==> src/rtl/axi_dram_pattern_master.sv <==
// AXI4 initiator: fills a DRAM region with (seed ^ beat address) in fixed-length INCR bursts,
// then optionally reads the region back and counts mismatching beats.
module axi_dram_pattern_master #(
    parameter int unsigned AxiAddrWidth = 64,
    parameter int unsigned AxiDataWidth = 64,
    parameter int unsigned AxiIdWidth   = 5,
    parameter int unsigned BurstLen     = 16
) (
    input  logic                        clk_i,
    input  logic                        rst_ni,
    input  logic                        start_i,
    input  logic                        verify_i,
    input  logic [AxiAddrWidth-1:0]     base_addr_i,
    input  logic [31:0]                 num_bursts_i,
    input  logic [AxiDataWidth-1:0]     seed_i,
    output logic                        busy_o,
    output logic                        done_o,
    output logic                        error_o,
    output logic [31:0]                 err_count_o,
    output logic [AxiAddrWidth-1:0]     first_err_addr_o,
    output logic [AxiIdWidth-1:0]       aw_id_o,
    output logic [AxiAddrWidth-1:0]     aw_addr_o,
    output logic [7:0]                  aw_len_o,
    output logic [2:0]                  aw_size_o,
    output logic [1:0]                  aw_burst_o,
    output logic                        aw_valid_o,
    input  logic                        aw_ready_i,
    output logic [AxiDataWidth-1:0]     w_data_o,
    output logic [AxiDataWidth/8-1:0]   w_strb_o,
    output logic                        w_last_o,
    output logic                        w_valid_o,
    input  logic                        w_ready_i,
    input  logic [1:0]                  b_resp_i,
    input  logic                        b_valid_i,
    output logic                        b_ready_o,
    output logic [AxiIdWidth-1:0]       ar_id_o,
    output logic [AxiAddrWidth-1:0]     ar_addr_o,
    output logic [7:0]                  ar_len_o,
    output logic [2:0]                  ar_size_o,
    output logic [1:0]                  ar_burst_o,
    output logic                        ar_valid_o,
    input  logic                        ar_ready_i,
    input  logic [AxiDataWidth-1:0]     r_data_i,
    input  logic [1:0]                  r_resp_i,
    input  logic                        r_last_i,
    input  logic                        r_valid_i,
    output logic                        r_ready_o
);
    localparam int unsigned DataBytes  = AxiDataWidth / 8;
    localparam int unsigned BurstBytes = BurstLen * DataBytes;
    localparam int unsigned SizeLog2   = $clog2(DataBytes);
    localparam int unsigned OffW       = $clog2(BurstBytes);
    localparam logic [AxiAddrWidth-1:0] OffMask  = (AxiAddrWidth'(1) << OffW) - AxiAddrWidth'(1);
    localparam logic [8:0]              LastBeat = 9'(BurstLen - 1);
    localparam logic [1:0]              RespOkay = 2'b00;

    typedef enum logic [2:0] {IDLE, WR_ADDR, WR_DATA, WR_RESP, RD_ADDR, RD_DATA, FINISH} state_e;

    state_e                  state_q, state_d;
    logic                    busy_q;
    logic [31:0]             burst_q, burst_d;
    logic [8:0]              beat_q, beat_d;
    logic [AxiAddrWidth-1:0] addr_q, addr_d;
    logic [AxiAddrWidth-1:0] base_q;
    logic [31:0]             num_q;
    logic [AxiDataWidth-1:0] seed_q;
    logic                    verify_q;
    logic                    error_q;
    logic [31:0]             err_cnt_q;
    logic [AxiAddrWidth-1:0] first_err_q;

    logic                    start_acc;
    logic                    err_hit;
    logic [AxiAddrWidth-1:0] err_addr;
    logic [AxiAddrWidth-1:0] beat_addr;
    logic                    last_burst;

    function automatic logic [AxiDataWidth-1:0] pattern(input logic [AxiDataWidth-1:0] seed,
                                                        input logic [AxiAddrWidth-1:0] addr);
        logic [AxiDataWidth-1:0] ext;
        ext = '0;
        for (int i = 0; i < AxiAddrWidth && i < AxiDataWidth; i++) ext[i] = addr[i];
        return seed ^ ext;
    endfunction

    assign beat_addr  = addr_q + (AxiAddrWidth'(beat_q) << SizeLog2);
    assign last_burst = (burst_q + 32'd1) == num_q;

    always_comb begin
        state_d   = state_q;
        burst_d   = burst_q;
        beat_d    = beat_q;
        addr_d    = addr_q;
        start_acc = 1'b0;
        err_hit   = 1'b0;
        err_addr  = beat_addr;
        case (state_q)
            IDLE: begin
                if (start_i) begin
                    start_acc = 1'b1;
                    burst_d   = '0;
                    beat_d    = '0;
                    addr_d    = base_addr_i & ~OffMask;
                    state_d   = (num_bursts_i == 32'd0) ? FINISH : WR_ADDR;
                end
            end
            WR_ADDR: if (aw_ready_i) begin
                beat_d  = '0;
                state_d = WR_DATA;
            end
            WR_DATA: if (w_ready_i) begin
                if (beat_q == LastBeat) state_d = WR_RESP;
                else                    beat_d  = beat_q + 9'd1;
            end
            WR_RESP: if (b_valid_i) begin
                err_hit  = b_resp_i != RespOkay;
                err_addr = addr_q;
                if (!last_burst) begin
                    state_d = WR_ADDR;
                    burst_d = burst_q + 32'd1;
                    addr_d  = addr_q + AxiAddrWidth'(BurstBytes);
                end else if (verify_q) begin
                    state_d = RD_ADDR;
                    burst_d = '0;
                    addr_d  = base_q;
                end else begin
                    state_d = FINISH;
                end
            end
            RD_ADDR: if (ar_ready_i) begin
                beat_d  = '0;
                state_d = RD_DATA;
            end
            RD_DATA: if (r_valid_i) begin
                // The counted beat, not r_last, closes the burst so a bad r_last cannot desync us.
                err_hit = (r_resp_i != RespOkay) || (r_data_i != pattern(seed_q, beat_addr)) ||
                          (r_last_i != (beat_q == LastBeat));
                if (beat_q != LastBeat) begin
                    beat_d = beat_q + 9'd1;
                end else if (last_burst) begin
                    state_d = FINISH;
                end else begin
                    state_d = RD_ADDR;
                    burst_d = burst_q + 32'd1;
                    addr_d  = addr_q + AxiAddrWidth'(BurstBytes);
                end
            end
            FINISH:  state_d = IDLE;
            default: state_d = IDLE;
        endcase
    end

    always_ff @(posedge clk_i or negedge rst_ni) begin
        if (!rst_ni) begin
            state_q <= IDLE;
            busy_q  <= 1'b0;
            burst_q <= '0;
            beat_q  <= '0;
            addr_q  <= '0;
        end else begin
            state_q <= state_d;
            busy_q  <= state_d != IDLE;
            burst_q <= burst_d;
            beat_q  <= beat_d;
            addr_q  <= addr_d;
        end
    end

    // Operation parameters are plain data: only meaningful after an accepted start.
    always_ff @(posedge clk_i) begin
        if (start_acc) begin
            base_q   <= base_addr_i & ~OffMask;
            num_q    <= num_bursts_i;
            seed_q   <= seed_i;
            verify_q <= verify_i;
        end
    end

    always_ff @(posedge clk_i or negedge rst_ni) begin
        if (!rst_ni) begin
            error_q     <= 1'b0;
            err_cnt_q   <= '0;
            first_err_q <= '0;
        end else if (start_acc) begin
            error_q     <= 1'b0;
            err_cnt_q   <= '0;
            first_err_q <= '0;
        end else if (err_hit) begin
            error_q <= 1'b1;
            if (err_cnt_q != '1)   err_cnt_q   <= err_cnt_q + 32'd1;
            if (err_cnt_q == '0)   first_err_q <= err_addr;
        end
    end

    assign busy_o           = busy_q;
    assign done_o           = state_q == FINISH;
    assign error_o          = error_q;
    assign err_count_o      = err_cnt_q;
    assign first_err_addr_o = first_err_q;

    assign aw_id_o    = '0;
    assign aw_addr_o  = addr_q;
    assign aw_len_o   = 8'(BurstLen - 1);
    assign aw_size_o  = 3'(SizeLog2);
    assign aw_burst_o = 2'b01;
    assign aw_valid_o = state_q == WR_ADDR;

    assign w_data_o   = pattern(seed_q, beat_addr);
    assign w_strb_o   = '1;
    assign w_last_o   = (state_q == WR_DATA) && (beat_q == LastBeat);
    assign w_valid_o  = state_q == WR_DATA;
    assign b_ready_o  = state_q == WR_RESP;

    assign ar_id_o    = '0;
    assign ar_addr_o  = addr_q;
    assign ar_len_o   = 8'(BurstLen - 1);
    assign ar_size_o  = 3'(SizeLog2);
    assign ar_burst_o = 2'b01;
    assign ar_valid_o = state_q == RD_ADDR;
    assign r_ready_o  = state_q == RD_DATA;
endmodule
==> config.mk <==
export PLATFORM = sky130hd
export DESIGN_NAME = axi_dram_pattern_master
export DESIGN_NICKNAME = d
export VERILOG_FILES = /design/src/rtl/axi_dram_pattern_master.sv
export SDC_FILE = /design/constraint.sdc
export NUM_CORES = 1
export LEC_CHECK = 0
export BUFFER_PORTS_ARGS = -buffer_cell sky130_fd_sc_hd__buf_2
export CAP_MARGIN = 20
export CORE_AREA = 2 2 225 227
export CTS_CLUSTER_DIAMETER = 120
export DETAILED_ROUTE_END_ITERATION = 6
export DIE_AREA = 0 0 227 229
export PLACE_DENSITY = 0.78
export SLEW_MARGIN = 40
export SYNTH_ARGS = -nofsm -noshare
export SYNTH_HDL_FRONTEND = slang
export SYNTH_SLANG_ARGS = --single-unit
==> constraint.sdc <==
create_clock -name clk_i -period 12.7 [get_ports clk_i]
set_input_delay 1.27 -clock clk_i [delete_from_list [all_inputs] [get_ports clk_i]]
set_output_delay 1.27 -clock clk_i [all_outputs]
set_load 0.01 [all_outputs]
==> impl_metrics.toml, run 1 <==
[placed_design]
dpl.hpwl_um = 62960
placed_area_um2 = 25060
portBuffers = 513
place_worst_setup_slack_ns = 6.741
gp_congestion = 0.9860

[detailed_routing]
drt-pass1-iter-count = 5
postRouteAntennaNets = 0
vias_per_cell = 5.993
drtIter0Drc = 2275
drc = 0
post_drt_wl_per_cell_um = 25.17
wl_um = 86000
route.vias.total = 20480

[clock_network]
htree_num_levels = 2
cts_buffer_depth = 3
cts_setup_buffers = 0
clk_latency_ns = 0.59
holdBufCountCts = 0
cts_sinks = 351
cts-root-buf = "clkbuf_16"
cts_buffers = 42
cts_resized = 0
clk_pin_slew_ns = 0.07
tritoncts = "done"

[sta]
finalClockSkew_ns = 0.03402
setup_ws_ns = 6.409
whs_ns = 0.5152
hold_viol = 0
tightest_slew_ns = 0.9209
rsz0062_at_grt = "no"
final.setup.tns_ns = 0
fmax_mhz = 159.0
setup_violations = 0
drv_slew = 0
fin_crit_sh = 0.4953
maxSlewHeadroom = 0.3804
fin_crit_ns = 6.291

[floorplanning]
die_h_um = 229
row_count = 82
ios = 579
die_x_um = 227
fp.coreArea_um2 = 49660
initial_core_util = 0.4586
dieArea_um2 = 51980

[synthesis]
synth_edf_count = 154
synth.avg_cell_area_um2 = 9.727
synth-warning-count = 0
syn_inst = 2341
syn_area_um2 = 22770
synth.ff_latch_count = 351
ys.flop_type = "dfrtp_1"
async_reset_ff_frac = 0.5613
ys_types = 80
ys_seq_area_frac = 0.4196

[power]
power_density_nw_per_um2 = 184.8
ir_drop_mv = 0.1329
leakage_nw = 11.45

[layout]
final_common_cell = "buf_2"
synthToLayoutAreaGrowth_pct = 16.58
final_layout_size_suffix_gt1_frac = 0.2567
fillCellCount = 4404
stdcell_area_um2 = 26550
final_core_util = 0.5346
final_net_count = 2950
layout_common_cells = "buf_2 (512), dfrtp_1 (197), nand2_1 (186)"

[worst_setup_path]
reg2reg_from = "ar_addr_o[34]"
cp.arrival_ns = 6.72
reg2reg_depth = 12
worstSetupPathType = "reg -> reg"
cp.required_ns = 13.13
crit_fanout = 49
setup.worst_path.start_class = "flip-flop"
rr_endpoint = "first_err_addr_o[51]"
critPathLaunch = "ar_addr_o[34]"
end_kind = "flip-flop"
r2r_setup_slack_ns = 6.41

[grt]
antenna_found_initial = 17
groute.usage.overall = 0.3209
grt_pass1_wl_um = 124800
overflow = 0
grt_pass1_vias = 19350
grt_max_degree = 111

[min_path]
min_from = "first_err_addr_o[11]"
whs_endpoint = "first_err_addr_o[11]"
min_path_cells = 2
min_path_type = "reg -> reg"

[run]
max_cap_viol_count = 0

[status]
status = "finished clean"
## final cells by class
cell class / count / area (um2) / area share
Clock buffer: 61 / 1267 / 0.04775
Clock inverter: 16 / 148.9 / 0.005609
Tap cell: 672 / 840.8 / 0.03167
Antenna cell: 10 / 25.02 / 0.0009427
Timing Repair Buffer: 541 / 2826 / 0.1065
Inverter: 34 / 135.1 / 0.005091
Sequential cell: 351 / 9554 / 0.3599
Multi-Input combinational cell: 1732 / 11750 / 0.4425
## cell families (layout without fill, tap and decap cells)
kind of cell | after synthesis | count (layout) | share of synthesized area
simple gates | 800 | 800 | 0.1790
compound gates | 409 | 409 | 0.1184
flops | 351 | 351 | 0.4196
xor+xnor | 335 | 335 | 0.1449
buf+inv | 314 | 652 | 0.07649
mux | 120 | 120 | 0.05583
fa+ha+maj | 10 | 10 | 0.005495
other cells | 2 | 68 | 0.0003298
## sequential cells by signal, summed over array words and instances, names as in the netlist
signal            cells
burst_q              32
err_count_o          32
ar_addr_o            57
error_o               1
seed_q               64
state_q               3
beat_q                9
verify_q              1
first_err_addr_o     62
num_q                32
busy_o                1
base_q               57
## how the worst max path moves through the flow
stage,end,slack [ns],cells past startpoint
final,first_err_addr_o[51],6.41,12
after global routing,first_err_addr_o[52],6.17,13
after CTS,first_err_addr_o[51],6.70,13
after detailed placement,first_err_addr_o[51],6.74,13
after global placement,first_err_addr_o[34],6.19,12
after floorplan,base_q[10],5.77,5
## through the flow
| stage | instances | total power, mW |
|---|---|---|
| 5_1_grt | 3416 | 5.134 |
| 6_report | 3417 | 4.906 |
| 4_1_cts | 3406 | 4.895 |
| 2_1_floorplan | 2397 | 2.975 |
| 3_5_place_dp | 3329 | 3.632 |
| 3_3_place_gp | 3329 | 3.576 |
## critical path, cell delays in order, from the launching register on
cell       delay, ns
dfrtp_1         0.79
nand4_1         0.50
nor4_1          0.90
o2111ai_1       0.50
nor2_1          0.40
xnor3_1         0.33
or4_1           0.60
nor4_2          0.45
nand4_1         0.44
and3_4          0.43
buf_6           0.32
mux2i_1         0.29
nor2_1          0.07
## per-layer routing
layer,track usage,wire length (um),up-vias
met5,0,90,-
met4,0.1328,3634,14
met3,0.07325,9089,219
met2,0.4885,38620,1287
met1,0.4399,34560,9945
li1,-,-,9014
## where the power goes
| part | total, mW | switching (mW) | internal, mW |
|---|---|---|---|
| clock | 1.25 | 0.514 | 0.737 |
| combinational | 1.93 | 1.11 | 0.813 |
| sequential | 1.73 | 0.380 | 1.35 |
## synth_stat cells, drive strengths merged (64+ instances only)
cell type | number | area (um2)
a21oi | 104 | 520.5
buf | 179 | 1234
clkbuf | 101 | 380.4
dfrtp | 197 | 4930
edfxtp | 154 | 4624
mux2i | 64 | 640.6
nand2 | 187 | 701.9
nand3 | 91 | 455.4
nand4 | 68 | 452.9
nor2 | 184 | 690.7
o21ai | 100 | 500.5
xnor2 | 181 | 1585
xor2 | 128 | 1121
No activity file was read; power rests on OpenSTA's default activity.
==> run 2, diff against run 1 <==
--- a/config.mk
+++ b/config.mk
@@ -7,11 +7,11 @@
 export LEC_CHECK = 0
 export BUFFER_PORTS_ARGS = -buffer_cell sky130_fd_sc_hd__buf_2
 export CAP_MARGIN = 20
-export CORE_AREA = 2 2 225 227
+export CORE_AREA = 2 2 226 228
 export CTS_CLUSTER_DIAMETER = 120
 export DETAILED_ROUTE_END_ITERATION = 6
-export DIE_AREA = 0 0 227 229
-export PLACE_DENSITY = 0.78
+export DIE_AREA = 0 0 228 230
+export PLACE_DENSITY = 0.8
 export SLEW_MARGIN = 40
 export SYNTH_ARGS = -nofsm -noshare
 export SYNTH_HDL_FRONTEND = slang
==> constraint.sdc (replaced) <==
create_clock -name clk_i -period 5.1 [get_ports clk_i]
set_input_delay 0.51 -clock clk_i [delete_from_list [all_inputs] [get_ports clk_i]]
set_output_delay 0.51 -clock clk_i [all_outputs]
set_load 0.01 [all_outputs]
==> impl_metrics.toml, run 2 (same netlist as run 1, synthesis figures left out) <==
[worst_setup_path]
crit_fanout = 17
reg2reg_from = "beat_q[7]"
critPathLaunch = "beat_q[7]"
setup.worst_path.start_class = "flip-flop"
cp.required_ns = 5.56
end_kind = "flip-flop"
cp.arrival_ns = 5.40
worstSetupPathType = "reg -> reg"

[sta]
setup_violations = 0
hold_viol = 0
finalClockSkew_ns = 0.04822
tightest_slew_ns = 0.9472
maxSlewHeadroom = 0.3627
fin_crit_sh = 0.9698
whs_ns = 0.08385
fmax_mhz = 202.2
setup_ws_ns = 0.1542
fin_crit_ns = 4.946
drv_slew = 0

[min_path]
min_from = "seed_i[46]"
min_path_type = "in -> reg"

[placed_design]
gp_congestion = 1.013
place_worst_setup_slack_ns = 0.1492
portBuffers = 513
place_inst = 3398
dpl.hpwl_um = 62530

[status]
status = "finished clean"

[clock_network]
cts_setup_buffers = 0
cts-root-buf = "clkbuf_16"
clk_pin_slew_ns = 0.06
cts_sinks = 351
tritoncts = "done"
clk_latency_ns = 0.60
htree_num_levels = 2
cts_buffer_depth = 3
cts_buffers = 42

[detailed_routing]
drt-pass1-iter-count = 6
post_drt_wl_per_cell_um = 24.09
route.vias.total = 20800
drc = 0
postRouteAntennaNets = 0
vias_per_cell = 5.967
wl_um = 83970
drtIter0Drc = 2524

[grt]
antenna_found_initial = 15
groute.usage.overall = 0.3100
grt_max_degree = 121
overflow = 0
grt_pass1_wl_um = 123300
grt_pass1_vias = 19330

[layout]
top_register = "seed_q"
final_core_util = 0.5451
synthToLayoutAreaGrowth_pct = 19.37
final_common_cell = "buf_2"
fin_cells = 3486
layout_common_cells = "buf_2 (512), dfrtp_1 (196), nand2_1 (187)"
final_net_count = 3019
final_layout_size_suffix_gt1_frac = 0.2724
largest_reg_flops = 64

[floorplanning]
fp.coreArea_um2 = 49860
initial_core_util = 0.4567
ios = 579
die_h_um = 230
dieArea_um2 = 52440
die_x_um = 228
row_count = 82

[power]
leakage_nw = 11.83
ir_drop_mv = 0.3143
power_density_nw_per_um2 = 462.1

[run]
max_cap_viol_count = 0
[run 2: cell count changes in the layout (fill, tap and decap cells not counted), sizes merged]
cell	previous run	this run
clkinvlp	2	3
inv	37	34
bufinv	2	6
buf	541	608
diode	10	9
dlygate4sd3	0	1
[run 2: worst paths after layout]
kind	to	slack [ns]	cells after the start
min in group asynchronous	first_err_addr_o[22]	0.55	2
min	seed_q[46]	0.08	1
max in group asynchronous	burst_q[1]	3.25	3
max	first_err_addr_o[57]	0.15	14
max reg2reg	first_err_addr_o[57]	0.15	14
min reg2reg	first_err_addr_o[45]	0.52	2
[run 2: power by group]
| group | total, mW | leakage (nW) | switching, mW | internal (mW) |
|---|---|---|---|---|
| sequential | 4.04 | 3.93 | 0.673 | 3.36 |
| combinational | 5.29 | 7.19 | 3.08 | 2.21 |
| clock | 3.24 | 0.711 | 1.28 | 1.96 |
| total | 12.6 | 11.8 | 5.03 | 7.53 |
[run 2: repair_timing]
item,CTS,global route
setup endpoints to repair,0,94
hold endpoints to repair,14,0
hold buffers,1,0
gates resized for setup,0,3
[run 2: cell type report]
| cell class | count | area (um2) |
|---|---|---|
| multi-input combinational | 1732 | 11730 |
| sequential | 351 | 9555 |
| timing repair buffer | 610 | 3423 |
| tap | 672 | 840.8 |
| antenna | 9 | 22.52 |
| fill | 4485 | 22680 |
| clock inverter | 18 | 270.3 |
| clock buffer | 60 | 1202 |
| inverter | 34 | 135.1 |
[run 2: metal layers]
metal | track usage | up-vias | routed length [um]
met4 | 0.1391 | 12 | 3823
li1 | - | 9148 | -
met1 | 0.4225 | 10030 | 33250
met5 | 0 | - | 84
met2 | 0.4679 | 1383 | 37020
met3 | 0.07564 | 232 | 9795
[run 2: critical path, stage by stage, from the launching register on]
cell and delay [ns]:
dfrtp_1 0.44, ha_1 0.51, a21o_1 0.27, a22o_2 0.33
o2111ai_1 0.40, nor3_2 0.39, xnor3_1 0.40, a2111o_1 0.44
nor4_1 0.42, buf_4 0.23, nand4_1 0.20, and3_4 0.32
buf_12 0.19, mux2i_1 0.20, nor2_1 0.05
[run 2: per-stage QoR]
step	total power [mW]	instance area [um2]	TNS, ns
after floorplan	7.408	22980	0
after global placement	9.159	25660	0
after detailed placement	9.257	25670	0
after CTS	12.50	27150	0
after global routing	13.13	27180	-0.001543
final	12.56	27180	0
==> run 3, diff against run 2 <==
--- a/config.mk
+++ b/config.mk
@@ -7,11 +7,12 @@
 export LEC_CHECK = 0
 export BUFFER_PORTS_ARGS = -buffer_cell sky130_fd_sc_hd__buf_2
 export CAP_MARGIN = 20
-export CORE_AREA = 2 2 226 228
+export CORE_AREA = 5 5 222 224
 export CTS_CLUSTER_DIAMETER = 120
 export DETAILED_ROUTE_END_ITERATION = 6
-export DIE_AREA = 0 0 228 230
-export PLACE_DENSITY = 0.8
+export DIE_AREA = 0 0 227 229
+export PLACE_DENSITY = 0.84
+export REMOVE_ABC_BUFFERS = 1
 export SLEW_MARGIN = 40
 export SYNTH_ARGS = -nofsm -noshare
 export SYNTH_HDL_FRONTEND = slang
==> impl_metrics.toml, run 3 (same netlist as run 1, synthesis figures left out) <==
[layout]
final_layout_size_suffix_gt1_frac = 0.2724
top_register = "seed_q"
fin_cells = 3434
final_core_util = 0.5728
largest_reg_flops = 64
final_net_count = 3022
stdcell_area_um2 = 27010
layout_common_cells = "buf_2 (512), dfrtp_1 (197), nand2_1 (187)"
synthToLayoutAreaGrowth_pct = 18.60
final_common_cell = "buf_2"

[sta]
maxSlewHeadroom = 0.4062
setup_violations = 0
rsz0062_at_grt = "no"
drv_slew = 0
fin_crit_ns = 4.783
whs_ns = -0.03435
tightest_slew_ns = 0.8906
fmax_mhz = 209.1
final.setup.tns_ns = 0
fin_crit_sh = 0.9378
finalClockSkew_ns = 0.02167
hold_viol = 13

[min_path]
min_path_type = "in -> async"

[clock_network]
clk_latency_ns = 0.58
cts_buffers = 43
cts-root-buf = "clkbuf_16"
cts_buffer_depth = 3
htree_num_levels = 2
tritoncts = "done"
holdBufCountCts = 0
cts_sinks = 351
clk_pin_slew_ns = 0.06

[detailed_routing]
wl_um = 88380
drtIter0Drc = 2535
vias_per_cell = 6.096
drc = 0
postRouteAntennaNets = 0
drt-pass1-iter-count = 5
route.vias.total = 20930
post_drt_wl_per_cell_um = 25.74

[worst_setup_path]
cp.arrival_ns = 5.20
worstSetupPathDepth = 14
cp.required_ns = 5.51
cp_top_family = "simple AND/OR/NAND/NOR gates"
critPathBufInv = 2
crit_fanout = 34
cpPeakStageDelay_ns = 0.58
cpMaxStageDelayCell = "or4_1"
reg2reg_depth = 14
worstSetupPathType = "reg -> reg"
setup.worst_path.start_class = "flip-flop"
crit_top_cell = "nand4_1"
crit_path_cell_trace = "ha_1 > a21o_1 > a311o_1 > buf_4 > and4_1 > nand4_1 > xnor2_1 > or4_1 > nor4_2 > nand4_1 > and3_4 > buf_12 > mux2i_1 > nor2_1"
end_kind = "flip-flop"

[grt]
groute.usage.overall = 0.3256
grt_pass1_wl_um = 129400
grt_pass1_vias = 20410
antenna_found_initial = 16
grt_max_degree = 120
overflow = 0

[floorplanning]
row_count = 80
die_x_um = 227
dieArea_um2 = 51980
ios = 579
initial_core_util = 0.4830
die_h_um = 229
fp.coreArea_um2 = 47150

[power]
leakage_nw = 11.81
finalPower_mw = 12.51
ir_drop_mv = 0.3636
power_density_nw_per_um2 = 463.1

[placed_design]
place_inst = 3344
placed_area_um2 = 25600
portBuffers = 513
gp_congestion = 0.9678
dpl.hpwl_um = 66540

[run]
max_cap_viol_count = 0

[status]
violations = "negative hold slack"
status = "finished with violations"
[run 3: routing by layer]
metal  wire [um]  vias up  part of all wire  track usage
met5          63        -           0.00071            0
met1       33160    10130              0.38       0.4233
met4        4945        8             0.056       0.1474
met2       41370     1419              0.47       0.5339
met3        8837      261              0.10      0.05506
li1            -     9120                 -            -
[run 3: worst paths after layout]
kind / endpoint / from / slack [ns]
min in group clk_i: seed_q[7] / seed_i[7] / 0.11
worst min-delay path: burst_q[6] / rst_ni / -0.03
worst max-delay path: first_err_addr_o[31] / beat_q[5] / 0.32
worst max register to register: first_err_addr_o[31] / beat_q[5] / 0.32
worst min register to register: error_o / error_o / 0.50
max in group asynchronous: first_err_addr_o[10] / rst_ni / 3.92
[run 3: area by class of cell]
class / count / area (um2)
Inverter: 34 / 135.1
Clock inverter: 17 / 117.6
Clock buffer: 62 / 1230
Timing Repair Buffer: 612 / 3420
Sequential cell: 351 / 9554
Multi-Input combinational cell: 1732 / 11750
Antenna cell: 11 / 27.53
Fill cell: 4074 / 20140
Tap cell: 615 / 769.5
[run 3: power by group]
group | total (mW) | switching (mW) | internal [mW]
clock network | 3.00 | 1.27 | 1.73
registers | 3.96 | 0.598 | 3.36
logic | 5.55 | 3.29 | 2.26
total | 12.5 | 5.16 | 7.35
[run 3: what timing repair did]
item	4_1_cts	5_1_grt
setup endpoints to repair	0	90
gates resized for setup	0	4
buffers inserted	0	0
[run 3: worst register-to-register path: cells and delay by family, from the launching register on]
kind,cells,cell delay (ns)
multiplexers,1,0.29
buffers and inverters,2,0.41
AO/OA/AOI/OAI,2,0.75
flip-flops,1,0.45
adder cells (fa/ha/maj),1,0.34
XOR/XNOR,1,0.25
AND/OR/NAND/NOR,7,2.13
[run 3: through the flow]
stage	setup WS (ns)	hold WS, ns
6_report	0.3174	-0.03435
5_1_grt	0.008591	0.02352
4_1_cts	0.3383	0.02614
3_5_place_dp	0.3600	0.4896
3_3_place_gp	0.4539	0.4899
2_1_floorplan	-3.349	0.2144
